===== config.mk =====
export PLATFORM = sky130hd
export DESIGN_NAME = alu_share_ctrl_flat
export DESIGN_NICKNAME = d
export VERILOG_FILES = /design/src/rtl/alu_pkg.sv /design/src/rtl/alu_share_ctrl_if.sv /design/src/rtl/rr_arb2.sv /design/src/rtl/alu_share_ctrl.sv /design/src/flat_wrapper.sv
export SDC_FILE = /design/constraint.sdc
export NUM_CORES = 1
export LEC_CHECK = 0
export ABC_AREA = 1
export ABC_CLOCK_PERIOD_IN_PS = 2300
export CAP_MARGIN = 20
export CORE_MARGIN = 5
export CORE_UTILIZATION = 41
export CTS_CLUSTER_DIAMETER = 50
export DETAILED_ROUTE_END_ITERATION = 7
export PLACE_DENSITY = 0.86
export SYNTH_ARGS = -nofsm -noshare
export SYNTH_HDL_FRONTEND = slang
export SYNTH_SLANG_ARGS = --single-unit

===== constraint.sdc =====
create_clock -name clk -period 2.3 [get_ports clk]
set_clock_uncertainty 0.05 [all_clocks]
set_input_delay 0.345 -clock clk [delete_from_list [all_inputs] [get_ports clk]]
set_output_delay 0.345 -clock clk [all_outputs]
set_load 0.005 [all_outputs]

===== src/rtl/alu_pkg.sv =====
// Shared widths, opcodes and FSM states for the shared-ALU controller.
package alu_pkg;

    localparam int W_NUM = 8;
    localparam int W_OP  = 3;
    localparam int W_RES = 32;

    localparam logic [W_OP-1:0] OP_0   = 3'b000;
    localparam logic [W_OP-1:0] OP_1   = 3'b001;
    localparam logic [W_OP-1:0] OP_2   = 3'b010;
    localparam logic [W_OP-1:0] OP_3   = 3'b011;
    localparam logic [W_OP-1:0] OP_4   = 3'b100;
    localparam logic [W_OP-1:0] OP_5   = 3'b101;
    localparam logic [W_OP-1:0] OP_MAX = OP_5;

    typedef enum logic [1:0] {
        IDLE,
        EXEC,
        RESP
    } state_t;

    function automatic logic op_legal(input logic [W_OP-1:0] op);
        return op <= OP_MAX;
    endfunction

endpackage


===== src/rtl/alu_share_ctrl_if.sv =====
// Request, ALU and response signals of the shared-ALU controller.
interface alu_share_ctrl_if;
    import alu_pkg::*;

    logic             req0_valid;
    logic             req0_ready;
    logic [W_NUM-1:0] req0_num1;
    logic [W_OP-1:0]  req0_op;
    logic             req1_valid;
    logic             req1_ready;
    logic [W_NUM-1:0] req1_num1;
    logic [W_OP-1:0]  req1_op;
    logic [W_NUM-1:0] alu_num1;
    logic [W_OP-1:0]  alu_op;
    logic [W_RES-1:0] alu_res;
    logic             resp_valid;
    logic             resp_ready;
    logic             resp_id;
    logic [W_RES-1:0] resp_res;
    logic             resp_err;
    logic             busy;

    modport slave (
        input  req0_valid, req0_num1, req0_op,
        input  req1_valid, req1_num1, req1_op,
        input  alu_res, resp_ready,
        output req0_ready, req1_ready,
        output alu_num1, alu_op,
        output resp_valid, resp_id, resp_res, resp_err,
        output busy
    );

    modport master (
        output req0_valid, req0_num1, req0_op,
        output req1_valid, req1_num1, req1_op,
        output alu_res, resp_ready,
        input  req0_ready, req1_ready,
        input  alu_num1, alu_op,
        input  resp_valid, resp_id, resp_res, resp_err,
        input  busy
    );

endinterface


===== src/rtl/rr_arb2.sv =====
// Two-way round-robin grant; i_ptr picks the winner only on contention.
module rr_arb2 (
    input  logic [1:0] i_valid,
    input  logic       i_ptr,
    output logic [1:0] o_grant
);

    always_comb begin
        o_grant = i_valid;
        if (&i_valid) begin
            o_grant = i_ptr ? 2'b10 : 2'b01;
        end
    end

endmodule


===== src/rtl/alu_share_ctrl.sv =====
// Shares one combinational ALU between two requesters, one op at a time.
module alu_share_ctrl
    import alu_pkg::*;
(
    input  logic             clk,
    input  logic             rst,
    alu_share_ctrl_if.slave  bus
);

    state_t           r_state;
    state_t           w_next;
    logic             r_rr_ptr;
    logic             r_id;
    logic [W_NUM-1:0] r_alu_num1;
    logic [W_OP-1:0]  r_alu_op;
    logic             r_resp_valid;
    logic             r_resp_id;
    logic [W_RES-1:0] r_resp_res;
    logic             r_resp_err;

    logic [1:0]       w_req_valid;
    logic [1:0]       w_arb_grant;
    logic [1:0]       w_grant;
    logic             w_hs;

    assign w_req_valid = {bus.req1_valid, bus.req0_valid};
    assign w_hs        = r_resp_valid & bus.resp_ready;

    rr_arb2 u_arb (
        .i_valid (w_req_valid),
        .i_ptr   (r_rr_ptr),
        .o_grant (w_arb_grant)
    );

    always_comb begin
        w_next  = r_state;
        w_grant = 2'b00;
        unique case (r_state)
            IDLE: begin
                w_grant = w_arb_grant;
                if (|w_arb_grant) begin
                    w_next = EXEC;
                end
            end
            EXEC: w_next = RESP;
            RESP: begin
                if (w_hs) begin
                    w_next = IDLE;
                end
            end
            default: w_next = IDLE;
        endcase
    end

    always_ff @(posedge clk) begin
        if (rst) begin
            r_state <= IDLE;
        end else begin
            r_state <= w_next;
        end
    end

    always_ff @(posedge clk) begin
        if (rst) begin
            r_rr_ptr     <= 1'b0;
            r_id         <= 1'b0;
            r_alu_num1   <= '0;
            r_alu_op     <= '0;
            r_resp_valid <= 1'b0;
            r_resp_id    <= 1'b0;
            r_resp_res   <= '0;
            r_resp_err   <= 1'b0;
        end else begin
            if (|w_grant) begin
                r_alu_num1 <= w_grant[1] ? bus.req1_num1 : bus.req0_num1;
                r_alu_op   <= w_grant[1] ? bus.req1_op : bus.req0_op;
                r_id       <= w_grant[1];
            end
            // Illegal opcodes never expose the ALU output.
            if (r_state == EXEC) begin
                r_resp_res   <= op_legal(r_alu_op) ? bus.alu_res : '0;
                r_resp_err   <= ~op_legal(r_alu_op);
                r_resp_id    <= r_id;
                r_resp_valid <= 1'b1;
            end
            if ((r_state == RESP) && w_hs) begin
                r_resp_valid <= 1'b0;
                r_resp_err   <= 1'b0;
                r_rr_ptr     <= ~r_resp_id;
            end
        end
    end

    assign bus.req0_ready = w_grant[0];
    assign bus.req1_ready = w_grant[1];
    assign bus.alu_num1   = r_alu_num1;
    assign bus.alu_op     = r_alu_op;
    assign bus.resp_valid = r_resp_valid;
    assign bus.resp_id    = r_resp_id;
    assign bus.resp_res   = r_resp_res;
    assign bus.resp_err   = r_resp_err;
    assign bus.busy       = (r_state != IDLE);

endmodule


===== src/flat_wrapper.sv =====
// flat-port wrapper written by rule: the top's interface ports become plain ports
module alu_share_ctrl_flat import alu_pkg::*;
  (clk, rst, bus_req0_valid, bus_req0_num1, bus_req0_op, bus_req1_valid, bus_req1_num1, bus_req1_op, bus_alu_res, bus_resp_ready, bus_req0_ready, bus_req1_ready, bus_alu_num1, bus_alu_op, bus_resp_valid, bus_resp_id, bus_resp_res, bus_resp_err, bus_busy);
  alu_share_ctrl_if bus_i ();
  input  logic clk;
  input  logic rst;
  input wire logic [$bits(bus_i.req0_valid)-1:0] bus_req0_valid;
  input wire logic [$bits(bus_i.req0_num1)-1:0] bus_req0_num1;
  input wire logic [$bits(bus_i.req0_op)-1:0] bus_req0_op;
  input wire logic [$bits(bus_i.req1_valid)-1:0] bus_req1_valid;
  input wire logic [$bits(bus_i.req1_num1)-1:0] bus_req1_num1;
  input wire logic [$bits(bus_i.req1_op)-1:0] bus_req1_op;
  input wire logic [$bits(bus_i.alu_res)-1:0] bus_alu_res;
  input wire logic [$bits(bus_i.resp_ready)-1:0] bus_resp_ready;
  output wire logic [$bits(bus_i.req0_ready)-1:0] bus_req0_ready;
  output wire logic [$bits(bus_i.req1_ready)-1:0] bus_req1_ready;
  output wire logic [$bits(bus_i.alu_num1)-1:0] bus_alu_num1;
  output wire logic [$bits(bus_i.alu_op)-1:0] bus_alu_op;
  output wire logic [$bits(bus_i.resp_valid)-1:0] bus_resp_valid;
  output wire logic [$bits(bus_i.resp_id)-1:0] bus_resp_id;
  output wire logic [$bits(bus_i.resp_res)-1:0] bus_resp_res;
  output wire logic [$bits(bus_i.resp_err)-1:0] bus_resp_err;
  output wire logic [$bits(bus_i.busy)-1:0] bus_busy;
  assign bus_i.req0_valid = bus_req0_valid;
  assign bus_i.req0_num1 = bus_req0_num1;
  assign bus_i.req0_op = bus_req0_op;
  assign bus_i.req1_valid = bus_req1_valid;
  assign bus_i.req1_num1 = bus_req1_num1;
  assign bus_i.req1_op = bus_req1_op;
  assign bus_i.alu_res = bus_alu_res;
  assign bus_i.resp_ready = bus_resp_ready;
  assign bus_req0_ready = bus_i.req0_ready;
  assign bus_req1_ready = bus_i.req1_ready;
  assign bus_alu_num1 = bus_i.alu_num1;
  assign bus_alu_op = bus_i.alu_op;
  assign bus_resp_valid = bus_i.resp_valid;
  assign bus_resp_id = bus_i.resp_id;
  assign bus_resp_res = bus_i.resp_res;
  assign bus_resp_err = bus_i.resp_err;
  assign bus_busy = bus_i.busy;
  alu_share_ctrl u_core (.clk(clk), .rst(rst), .bus(bus_i));
endmodule

==> results of run 1 <==
==> cells in the final DEF, fill, tap and decap left out, types with 4 or more instances in the layout <==
| cell | n |
|---|---|
| clkdlybuf4s50_1 | 106 |
| dfxtp_1 | 50 |
| nor2_1 | 39 |
| nand2_1 | 33 |
| inv_1 | 32 |
| a22oi_1 | 32 |
| nand3_1 | 24 |
| a21oi_1 | 14 |
| clkbuf_8 | 7 |
| buf_4 | 4 |
==> final timing paths <==
check                                         to  slack, ns                            from  cells after the start
max                               bus_req1_ready       0.22  u_core.r_state[1]$_SDFFE_PP0P_                      4
min                 u_core.r_rr_ptr$_SDFFE_PP0P_       0.44    u_core.r_rr_ptr$_SDFFE_PP0P_                      2
max reg2reg  u_core.bus.resp_res[9]$_SDFFE_PP0N_       0.74  u_core.r_state[0]$_SDFFE_PP0P_                      4
min reg2reg         u_core.r_rr_ptr$_SDFFE_PP0P_       0.44    u_core.r_rr_ptr$_SDFFE_PP0P_                      2
==> stage by stage <==
stage / util, % / instances / power, mW / hold WS (ns)
after global placement: 64.9 / 409 / 1.54 / 0.406
after floorplan: - / 247 / 1.26 / 0.386
after global routing: 67.2 / 417 / 2.20 / 0.479
after detailed placement: 64.9 / 409 / 1.55 / 0.425
after CTS: 67.2 / 417 / 2.11 / 0.442
final: 67.2 / 417 / 2.08 / 0.442
==> kinds of logic after synthesis <==
kind of cell	after synthesis	synth area share [%]
DFF	50	50.4
AOI/OAI and AO/OA	47	15.9
buffers and inverters	48	11.0
and+or+nand+nor	102	22.7
==> final cells by class <==
type / count / area, um^2
Inverter: 32 / 120
Clock inverter: 1 / 8.76
Fill cell: 402 / 1550
Clock buffer: 7 / 96.3
Multi-Input combinational cell: 149 / 766
Timing Repair Buffer: 111 / 1100
Sequential cell: 50 / 1000
Tap cell: 67 / 83.8
==> per-layer routing <==
layer	track usage [%]	routed length, um
met5	0	0
met4	3.61	15
met3	5.53	413
met2	28.8	2540
met1	19.6	2250
==> power by group <==
group | total (mW) | internal (mW) | switching (mW)
Sequential | 0.989 | 0.944 | 0.0448
Clock | 0.552 | 0.276 | 0.276
Combinational | 0.535 | 0.306 | 0.229
Total | 2.08 | 1.53 | 0.550
==> critical path: stages (launching register included) <==
cell             delay [ns]
dfxtp_1                0.36
nor2_4                 0.31
nand2_1                0.14
inv_1                  0.08
clkdlybuf4s50_1        0.50
==> flip-flops by register name (all words and copies together) (netlist names) <==
signal / flops
u_core.bus.resp_res: 32
u_core.bus.alu_num1: 8
u_core.bus.alu_op: 3
u_core.r_state: 2
u_core.bus.resp_err: 1
u_core.bus.resp_id: 1
u_core.bus.resp_valid: 1
u_core.r_id: 1
u_core.r_rr_ptr: 1
==> synthesized netlist by cell type (all sizes together) <==
cell,instances
a21oi,14
a22oi,32
buf,12
clkbuf,4
dfxtp,50
inv,32
nand2,34
nand3,24
nand4,1
nor2,41
nor3,1
o21ai,1
or2,1
==> flow_summary.yaml, run 1 <==
sta:
  slew_viol_final: 0
  slew_headroom_pct: 62.7
  final_hold_viol_count: 0
  layout_min_cycle_time_ns: 2.08
  setup_violations: 0
  min_period_over_period_pct: 90.5
  fmax_mhz: 480
  worst_slack_ns: 0.218
  rsz0062_at_grt: "false"
  tightest_slew_ns: 0.559
  setup-tns-final_ns: 0
floorplanning:
  start_util_pct: 42.0
  rows: 25
  core-area_mm2: 0.00472
  die_w_um: 79.6
  die_y_um: 79.6
  dieArea_mm2: 0.00633
  io-pin-count: 108
cells_and_area:
  finalNetCount: 408
  insertedDiodeCount: 0
  fin_area_mm2: 0.00317
  drive_above_1_share_pct: 4.86
  area_growth_pct: 59.7
place:
  dp_hpwl_mm: 3.92
  place_area_mm2: 0.00307
  port_buffers: 107
  pre_cts_ws_ns: 0.222
  gp_congestion: 0.715
worst_hold_path:
  hold_path.class: "flop to flop"
run:
  maxCapViolations: 0
synthesis:
  synthCells: 247
  netlist_top_cells_area: "dfxtp_1 50%, a22oi_1 12%, nor2_1 7.4%"
  synth_cell_types: 18
  netlist_area_mm2: 0.00199
  synth_seq_area_share_pct: 50.4
  synth_nets: 306
  synth.largest_area_cell: "dfxtp_1"
  postSynthRegisterBits: 50
  syn_area_per_cell_um2: 8.04
  yosysWarnings: 0
  synth_top_area_share_pct: 50.4
clock_network:
  cts_made_buffers: 5
  clk_path_buf_depth: 2
  htree_num_levels: 2
  cts_hold_buf: 0
  cts_num_sinks: 50
  cts_tree: "yes"
  cts_resized: 0
  cts-root-buf: "clkbuf_8"
  clk_pin_slew_ns: 0.09
  postCtsSetupBuffers: 0
  clkLatencyLatePin_ns: 0.30
drt:
  wl_per_cell_um: 12.5
  ant_nets: 0
  drc: 0
  first_pass_iters: 4
  num_vias: 1970
  totalWireLength_mm: 5.22
  viasPerCell: 4.72
  drt_iter0_drc: 67
power:
  power_leakage_nw: 1.34
  ir_drop_v: 0.000347
  p_per_area_mw_per_mm2: 654
global_routing:
  grt_usage_pct: 16.5
  grt_pass1_vias: 1828
  grt_start_max_net_pins: 37
  grt_pass1_wl_mm: 8.29
  grt-ovfl-total: 0
  antenna_found_initial: 0
status:
  outcome: "completed"
worst_setup_path:
  arrival_ns: 1.69
  worstSetupPathType: "flop to output pin"
  cp.required_ns: 1.90
  crit_path_end_kind: "output pin"
  worst-path-max-fanout: 14
  cp-start-kind: "flop"
Note: power is estimated with default switching activity, not from simulation.
==> run 2, diff against run 1 <==
TNS_END_PERCENT = 100   (was not set)
==> results of run 2 <==
Same layout as run 1: the final DEF is identical, and so are final timing and power.
